$ cat config.mk
export PLATFORM = sky130hd
export DESIGN_NAME = vga_rx_monitor_flat
export DESIGN_NICKNAME = d
export VERILOG_FILES = /design/src/rtl/vga_rx_monitor_if.sv /design/src/rtl/vga_rx_monitor.sv /design/src/flat_wrapper.sv
export SDC_FILE = /design/constraint.sdc
export NUM_CORES = 1
export LEC_CHECK = 0
export ABC_AREA = 1
export CORE_ASPECT_RATIO = 1.4
export CORE_MARGIN = 2
export CORE_UTILIZATION = 35
export DETAILED_ROUTE_END_ITERATION = 6
export PLACE_DENSITY = 0.64
export SETUP_SLACK_MARGIN = 0.05
export SLEW_MARGIN = 20
export SYNTH_ARGS = -nofsm -noshare
export SYNTH_HDL_FRONTEND = slang
export SYNTH_SLANG_ARGS = --single-unit
$ cat constraint.sdc
create_clock -name vgaclk -period 4.05 [get_ports vgaclk]
set_clock_uncertainty 0.05 [all_clocks]
set_input_delay 1.0125 -clock vgaclk [delete_from_list [all_inputs] [get_ports vgaclk]]
set_output_delay 1.0125 -clock vgaclk [all_outputs]
set_load 0.02 [all_outputs]
$ cat src/rtl/vga_rx_monitor_if.sv
// VGA pin bundle as seen at the connector: sync pulses, blanking and colour.
// The monitor only ever takes the slave view; the display path owns master.
interface vga_rx_monitor_if;
  logic       hsync;
  logic       vsync;
  logic       blank_b;
  logic [7:0] r;
  logic [7:0] g;
  logic [7:0] b;

  modport master (output hsync, vsync, blank_b, r, g, b);
  modport slave  (input  hsync, vsync, blank_b, r, g, b);
endinterface

$ cat src/rtl/vga_rx_monitor.sv
// Passive VGA receive monitor: checks raster timing against the expected geometry,
// recovers active x/y and captures one pixel per frame for board self-test.
module vga_rx_monitor #(
  parameter int H_TOTAL  = 800,
  parameter int V_TOTAL  = 525,
  parameter int H_ACTIVE = 640,
  parameter int V_ACTIVE = 480,
  parameter int SAMPLE_X = 320,
  parameter int SAMPLE_Y = 240
) (
  input  logic        vgaclk,
  input  logic        rst_n,
  vga_rx_monitor_if.slave vga,
  output logic [9:0]  x,
  output logic [9:0]  y,
  output logic        pixel_valid,
  output logic        locked,
  output logic [9:0]  line_len,
  output logic [9:0]  frame_lines,
  output logic        frame_done,
  output logic        timing_err,
  output logic [7:0]  err_count,
  output logic [23:0] sample_rgb,
  output logic        sample_valid
);
  localparam logic [9:0] HT  = 10'(H_TOTAL);
  localparam logic [9:0] VT  = 10'(V_TOTAL);
  localparam logic [9:0] HA  = 10'(H_ACTIVE);
  localparam logic [9:0] VA  = 10'(V_ACTIVE);
  localparam logic [9:0] SX  = 10'(SAMPLE_X);
  localparam logic [9:0] SY  = 10'(SAMPLE_Y);
  localparam logic [9:0] SAT = 10'h3FF;

  typedef enum logic [1:0] {SEARCH, MEASURE, LOCKED} state_t;
  state_t state;

  logic        hs_q, vs_q, bl_q, hs_p, vs_p;
  logic [23:0] rgb_q;
  logic [9:0]  hcnt, lcnt, acnt, vact;
  logic        h_seen, bad;

  function automatic logic [9:0] inc10(input logic [9:0] v);
    return (v == SAT) ? v : v + 10'd1;
  endfunction

  logic       hs_edge, vs_edge, line_bad, frame_bad, hsat, err_now, is_locked;
  logic [9:0] lcnt_l, vact_l, acnt_c, y_c;

  always_comb begin
    hs_edge   = hs_p & ~hs_q;
    vs_edge   = vs_p & ~vs_q;
    is_locked = (state == LOCKED);
    // The first line after reset has no known start, so it is never judged.
    line_bad  = hs_edge && h_seen &&
                ((inc10(hcnt) != HT) || ((acnt != 10'd0) && (acnt != HA)));
    hsat      = (hcnt == SAT) && !hs_edge;
    // A line closing on the vsync edge still belongs to the frame being closed.
    lcnt_l    = hs_edge ? inc10(lcnt) : lcnt;
    vact_l    = (hs_edge && (acnt != 10'd0)) ? inc10(vact) : vact;
    frame_bad = vs_edge && ((lcnt_l != VT) || (vact_l != VA));
    acnt_c    = hs_edge ? 10'd0 : acnt;
    y_c       = vs_edge ? 10'd0 : vact_l;
    err_now   = is_locked && (line_bad || frame_bad || hsat);
  end

  assign locked = is_locked;

  always_ff @(posedge vgaclk or negedge rst_n) begin
    if (!rst_n) begin
      state        <= SEARCH;
      hs_q         <= 1'b0;
      vs_q         <= 1'b0;
      bl_q         <= 1'b0;
      hs_p         <= 1'b0;
      vs_p         <= 1'b0;
      rgb_q        <= '0;
      hcnt         <= '0;
      lcnt         <= '0;
      acnt         <= '0;
      vact         <= '0;
      h_seen       <= 1'b0;
      bad          <= 1'b0;
      x            <= '0;
      y            <= '0;
      pixel_valid  <= 1'b0;
      line_len     <= '0;
      frame_lines  <= '0;
      frame_done   <= 1'b0;
      timing_err   <= 1'b0;
      err_count    <= '0;
      sample_rgb   <= '0;
      sample_valid <= 1'b0;
    end else begin
      hs_q  <= vga.hsync;
      vs_q  <= vga.vsync;
      bl_q  <= vga.blank_b;
      rgb_q <= {vga.r, vga.g, vga.b};
      hs_p  <= hs_q;
      vs_p  <= vs_q;

      if (hs_edge) begin
        line_len <= inc10(hcnt);
        hcnt     <= '0;
        h_seen   <= 1'b1;
      end else begin
        hcnt <= inc10(hcnt);
      end
      acnt <= bl_q ? inc10(acnt_c) : acnt_c;

      if (vs_edge) begin
        frame_lines <= lcnt_l;
        lcnt        <= '0;
        vact        <= '0;
      end else begin
        lcnt <= lcnt_l;
        vact <= vact_l;
      end

      frame_done  <= vs_edge;
      timing_err  <= err_now;
      x           <= acnt_c;
      y           <= y_c;
      pixel_valid <= bl_q && is_locked;

      if (bl_q && is_locked && (acnt_c == SX) && (y_c == SY)) begin
        sample_rgb   <= rgb_q;
        sample_valid <= 1'b1;
      end
      if (err_now) begin
        sample_valid <= 1'b0;
        if (err_count != 8'hFF) err_count <= err_count + 8'd1;
      end

      // Line counters run freely across the SEARCH->MEASURE hand-off so the
      // line in flight is still measured correctly; only frame verdict resets.
      case (state)
        SEARCH: if (vs_edge) begin
          state <= MEASURE;
          bad   <= 1'b0;
        end
        MEASURE: if (vs_edge) begin
          if (!bad && !line_bad && !frame_bad) state <= LOCKED;
          bad <= 1'b0;
        end else if (line_bad || hsat) begin
          bad <= 1'b1;
        end
        LOCKED: if (err_now) state <= SEARCH;
        default: state <= SEARCH;
      endcase
    end
  end
endmodule

$ cat src/flat_wrapper.sv
// flat-port wrapper written by rule: the top's interface ports become plain ports
module vga_rx_monitor_flat 
#(
  parameter int H_TOTAL  = 800,
  parameter int V_TOTAL  = 525,
  parameter int H_ACTIVE = 640,
  parameter int V_ACTIVE = 480,
  parameter int SAMPLE_X = 320,
  parameter int SAMPLE_Y = 240
)
  (vgaclk, rst_n, x, y, pixel_valid, locked, line_len, frame_lines, frame_done, timing_err, err_count, sample_rgb, sample_valid, vga_hsync, vga_vsync, vga_blank_b, vga_r, vga_g, vga_b);
  vga_rx_monitor_if vga_i ();
  input  logic vgaclk;
  input  logic rst_n;
  output logic [9:0] x;
  output logic [9:0] y;
  output logic pixel_valid;
  output logic locked;
  output logic [9:0] line_len;
  output logic [9:0] frame_lines;
  output logic frame_done;
  output logic timing_err;
  output logic [7:0] err_count;
  output logic [23:0] sample_rgb;
  output logic sample_valid;
  input wire logic [$bits(vga_i.hsync)-1:0] vga_hsync;
  input wire logic [$bits(vga_i.vsync)-1:0] vga_vsync;
  input wire logic [$bits(vga_i.blank_b)-1:0] vga_blank_b;
  input wire logic [$bits(vga_i.r)-1:0] vga_r;
  input wire logic [$bits(vga_i.g)-1:0] vga_g;
  input wire logic [$bits(vga_i.b)-1:0] vga_b;
  assign vga_i.hsync = vga_hsync;
  assign vga_i.vsync = vga_vsync;
  assign vga_i.blank_b = vga_blank_b;
  assign vga_i.r = vga_r;
  assign vga_i.g = vga_g;
  assign vga_i.b = vga_b;
  vga_rx_monitor #(.H_TOTAL(H_TOTAL), .V_TOTAL(V_TOTAL), .H_ACTIVE(H_ACTIVE), .V_ACTIVE(V_ACTIVE), .SAMPLE_X(SAMPLE_X), .SAMPLE_Y(SAMPLE_Y)) u_core (.vgaclk(vgaclk), .rst_n(rst_n), .vga(vga_i), .x(x), .y(y), .pixel_valid(pixel_valid), .locked(locked), .line_len(line_len), .frame_lines(frame_lines), .frame_done(frame_done), .timing_err(timing_err), .err_count(err_count), .sample_rgb(sample_rgb), .sample_valid(sample_valid));
endmodule
# Yosys cells after proc, flatten, opt, wreduce, memory -nomap -nowiden
# Cells that the tools add are included.
dict set report op_classes {
  muxes 22
  n_bitwise 4
  n_addsub 5
  eq_ne 18
  n_reduce_logical 28
}
# operator n
set ops {}
lappend ops {{2-to-1 mux 10 bit} 11}
lappend ops {{adder 10 x 1 -> 10 bit (second input constant)} 4}
lappend ops {{equality test 10 bit (second input constant)} 4}
lappend ops {{inequality test 10 bit (second input constant)} 3}
lappend ops {{logical AND 1 bit} 12}
lappend ops {{equality test 10 x 8 -> 1 bit (second input constant)} 1}
lappend ops {{equality test 10 x 9 -> 1 bit (second input constant)} 1}
lappend ops {{inequality test 10 x 9 -> 1 bit (second input constant)} 1}
lappend ops {{nonzero test 10 bit} 1}
lappend ops {{adder 8 x 1 -> 8 bit (second input constant)} 1}
lappend ops {{2-to-1 mux 2 bit} 4}
lappend ops {{inequality test 2 x 1 -> 1 bit (second input constant)} 4}
lappend ops {{inequality test 8 bit (second input constant)} 1}
lappend ops {{case mux 2 bit (3 select lines)} 1}
lappend ops {{logical OR 1 bit} 5}
lappend ops {{2-to-1 mux 1 bit} 5}
lappend ops {{zero test 1 bit} 4}
lappend ops {{AND reduction 4 bit} 1}
lappend ops {{nonzero test 2 bit} 2}
lappend ops {{inequality test 3 x 1 -> 1 bit (second input constant)} 1}
lappend ops {{AND reduction 3 bit} 1}
lappend ops {{AND 1 bit} 2}
lappend ops {{equality test 2 x 1 -> 1 bit (second input constant)} 1}
lappend ops {{equality test 2 bit (second input constant)} 1}
lappend ops {{4 further kinds} 5}
dict set report totals {
  regBits 139
  out_inout_bits 77
  elab_cells 99
  input_bits 29
}

# Depth between registers and ports, before layout
dict set report depth {
  depth_word 12
  ltp_mapped 20
  depth_no_buf 20
}

# Worst setup path before layout
# Ideal clock, no wire load.
dict set report synth_timing {
  path_kind {register -> register}
  startpoint {register u_core.hs_q}
  endpoint {register u_core.sample_rgb[19]}
  stages_incl_launch_ff 19
  slack_ns 1.528
  path_buffers 5
  setup_time_ns 0.122
  arrival_time_ns 2.349
  required_time_ns 3.878
  synth_period_minus_slack_ns 2.522
  path_cell_list {dfrtp_1 -> inv_1 -> nand2_2 -> inv_2 -> buf_6 -> buf_6 -> buf_2 -> nor2_1 -> inv_1 -> ha_1 -> nand4_1 -> nor4_1 -> nand2_1 -> nor3_2 -> nand4_2 -> buf_6 -> buf_6 -> nand2_1 -> o21ai_1}
}
dict set report synth_via {
  word_cells_on_any_way 10
  classes_between {2 x eq/ne; 3 x mux; 2 x bitwise; 3 x reduce/logical}
}
# element line_no
set synth_rtl {}
lappend synth_rtl {{from (decl)} vga_rx_monitor.sv:37} ;# logic hs_q, vs_q, bl_q, hs_p, vs_p;
lappend synth_rtl {{from (signal assigned)} vga_rx_monitor.sv:94} ;# hs_q <= vga.hsync;
lappend synth_rtl {{inverter 1 bit} vga_rx_monitor.sv:50} ;# hs_edge = hs_p & ~hs_q;
lappend synth_rtl {{AND 1 bit} vga_rx_monitor.sv:50}
lappend synth_rtl {{2-to-1 mux 10 bit} vga_rx_monitor.sv:61} ;# acnt_c = hs_edge ? 10'd0 : acnt;
lappend synth_rtl {{named net u_core.acnt_c[1]} vga_rx_monitor.sv:47} ;# logic [9:0] lcnt_l, vact_l, acnt_c, y_c;
lappend synth_rtl {{equality test 10 x 9 -> 1 bit} vga_rx_monitor.sv:125} ;# if (bl_q && is_locked && (acnt_c == SX) && (y_c == SY)) begin
lappend synth_rtl {{logical AND 1 bit (2 in a row)} vga_rx_monitor.sv:125}
lappend synth_rtl {{to (signal assigned)} vga_rx_monitor.sv:126} ;# sample_rgb <= rgb_q;
lappend synth_rtl {{to (decl)} vga_rx_monitor.sv:23} ;# output logic [23:0] sample_rgb,
# The timed path passes the listed nets, and every way through them passes these cells.
# A chain may end at the register's enable or synchronous reset.

# Worst setup path after layout
dict set report layout_timing {
  startpoint {register u_core.hs_q}
  endpoint {register u_core.sample_rgb[23]}
}
# The elaborated chain is that of the path after synthesis.

==> impl_metrics.tcl <==
set metrics [dict create \
    synthArstFlopShare_pct 100.0 \
    via_count 4867 \
    nets 858 \
    via_per_inst 4.540 \
    syn_nets 747 \
    seqCellArea_sq_um 3478 \
    die-height_um 161.9 \
    r2r-start "u_core.hs_q$_DFF_PN0_" \
    slew_violations 0 \
    internal_power_mw 2.696 \
    crit_required_ns 4.29 \
    post-cts-setup-buffer-count 0 \
    firstDrtPassIters 5 \
    io_buffers 105 \
    ys_seq_area_share_pct 55.80 \
    switching_share_pct 29.71 \
    outcome "completed" \
    rows 57 \
    worstHoldPathType "flop to flop" \
    cts_tree "done" \
    synth_area_sq_um 6233 \
    final_cell_mix "nand2_1, dfrtp_1, clkdlybuf4s50_1, inv_1, nor2_1" \
    grt_pass1_vias 4773 \
    hold_viol_final 0 \
    worst_pin_slew_ns 0.8828 \
    start_util_pct 35.82 \
    netSwitchingPower_mw 1.139 \
    drt_iter0_drc 292 \
    final_antenna_net_count 0 \
    cts_resized 0 \
    postCtsHoldBufs 0 \
    track_usage_pct 16.13 \
    synth-edff-count 0 \
    finalSetupViolations 0 \
    power_leakage_nw 3.852 \
    ctsRootBufferMaster "clkbuf_16" \
    drc 0 \
    netlist_instances 712 \
    drv_cap 0 \
    crit_arrival_ns 3.10 \
    nFillCells 1728 \
    startpoint_type "flop" \
    drt-total-wl_mm 14.02 \
    synth.lib_cells_used.distinct 39 \
    die_x_um 116.8 \
    antenna_found_initial 0 \
    hold-worst-slack_ns 0.3304 \
    grt_max_degree 80 \
    area_delta_synth_final_pct 29.65 \
    wl_per_cell_um 13.08 \
    power.share.sequential_pct 42.5 \
    multiInputGateArea_sq_um 2280 \
    synthFlopType "dfrtp_1" \
    place_congestion 0.8734 \
    max_freq_ghz 0.3494 \
    cts_buffers 17 \
    clock_sinks 139 \
    timing.rr.end "u_core.sample_rgb[23]$_DFFE_PN0P_" \
    vdd.ir_drop.worst_mv 0.2444 \
    slew_headroom_pct 41.09 \
    gr-total-overflow 0 \
    layout_commonest_cell "nand2_1" \
    path_max_fanout 49 \
    hold_start "u_core.hs_q$_DFF_PN0_" \
    avgSynthCellArea_sq_um 8.755 \
    ys_ff_latch 139 \
    endpoint_kind "flop" \
    p_per_area_nw_per_um2 474.6 \
    grt_pass1_wl_mm 23.69 \
    min_period_over_period_pct 70.68 \
    path_clk_slew_ns 0.06 \
    rsz0062_at_grt "false" \
    power.share.clock_pct 38.7 \
    crit_type "flop to flop" \
    min_period_ns 2.862 \
    synth_warnings 0 \
    rr_worst_depth 14 \
    drive_above_1_share_pct 9.211 \
    dieArea_sq_um 18910 \
    dp_hpwl_mm 9.977 \
    holdPathEnd "u_core.hs_p$_DFF_PN0_" \
    ff2ff_setup_slack_ns 1.19 \
    clk_latency_ns 0.42 \
    combPwrFrac_pct 18.9 \
    core_sq_um 17400 \
    diodes 0 \
    whs_path_depth 0 \
    fin_tns_setup_ns 0 \
    h-tree-depth 4 \
    ios 106 \
    clockBufferDepth 2 \
]
==> cell families after synthesis <==
logic type	after synthesis	share of synthesized area, %
AOI/OAI and AO/OA	69	6.223
xor gates and xnor gates	21	2.951
adders and majority gates	6	1.204
buffers and inverters	114	7.667
DFF	139	55.80
and+or+nand+nor	363	26.15
==> sequential cells by signal (all words and copies together) (netlist names), 2 cells and up <==
name,flops
u_core.lcnt,10
u_core.y,10
u_core.frame_lines,10
u_core.x,10
u_core.hcnt,10
u_core.state,2
u_core.rgb_q,24
u_core.sample_rgb,24
u_core.line_len,10
u_core.err_count,8
u_core.acnt,10
==> power by group through the flow <==
stage,Sequential (mW),Combinational (mW),Clock (mW)
after floorplan,1.72,0.349,0
after global placement,1.65,0.723,0
after detailed placement,1.65,0.732,0
after CTS,1.63,0.736,1.52
after global routing,1.65,0.816,1.59
final,1.63,0.723,1.48
==> how the worst max path moves through the flow <==
| stage | to | slack [ns] | start |
|---|---|---|---|
| 2_1_floorplan | u_core.sample_rgb[19]$_DFFE_PN0P_ | 1.53 | u_core.hs_q$_DFF_PN0_ |
| 6_report | u_core.sample_rgb[23]$_DFFE_PN0P_ | 1.19 | u_core.hs_q$_DFF_PN0_ |
| 4_1_cts | u_core.sample_rgb[0]$_DFFE_PN0P_ | 1.14 | u_core.hs_q$_DFF_PN0_ |
| 3_5_place_dp | u_core.sample_rgb[7]$_DFFE_PN0P_ | 1.14 | u_core.hs_q$_DFF_PN0_ |
| 3_3_place_gp | u_core.sample_rgb[3]$_DFFE_PN0P_ | 1.23 | u_core.hs_q$_DFF_PN0_ |
| 5_1_grt | u_core.sample_rgb[5]$_DFFE_PN0P_ | 0.83 | u_core.hs_q$_DFF_PN0_ |
==> critical path, stage by stage (launching register included) <==
cell	delay (ns)
dfrtp_1	0.37
inv_1	0.08
nand2_2	0.06
inv_2	0.48
nor2_1	0.15
inv_1	0.10
ha_1	0.14
nand4_1	0.09
nor4_1	0.32
nand2_1	0.11
nor3_2	0.17
nand4_2	0.09
buf_4	0.30
nand2_1	0.11
o21ai_1	0.06
==> synth_stat cells (6+ instances only) <==
cell type	instances	share of area, %
nand2_1	182	11
dfrtp_1	139	56
inv_1	93	5.6
nor2_1	77	4.6
nand3_1	48	3.9
o21ai_0	27	2.2
o21ai_1	16	1.3
nand4_1	13	1.3
xnor2_1	12	1.7
a21oi_1	11	0.88
xor2_1	9	1.3
buf_6	6	1.1
ha_1	6	1.2
nor3_1	6	0.48
==> cell type report <==
class                   count  share of cell area, %
flip-flops and latches    139                  43.04
multi-input cells         459                  28.21
repair buffers            109                  13.55
clock buffers              19                  5.605
inverters                  97                  4.505
well taps                 236                  3.654
clock inverters            13                  1.440
==> routing by layer <==
layer,track usage [%],vias up,wire [um]
met5,0,-,0
met4,6.364,0,297
met3,4.216,19,562
met2,26.93,109,7229
met1,19.75,2280,5929
li1,-,2459,-
==> through the flow <==
stage	cells	util (%)	power (mW)	setup slack, ns	area [sq um]
5_1_grt	1072	46.44	4.054	0.8270	8082
3_5_place_dp	1040	43.17	2.385	1.139	7512
6_report	1072	46.44	3.835	1.188	8082
4_1_cts	1072	46.44	3.887	1.141	8082
2_1_floorplan	712	-	2.068	1.528	6233
3_3_place_gp	1040	43.17	2.373	1.232	7512
(Power assumes the default switching activity.)
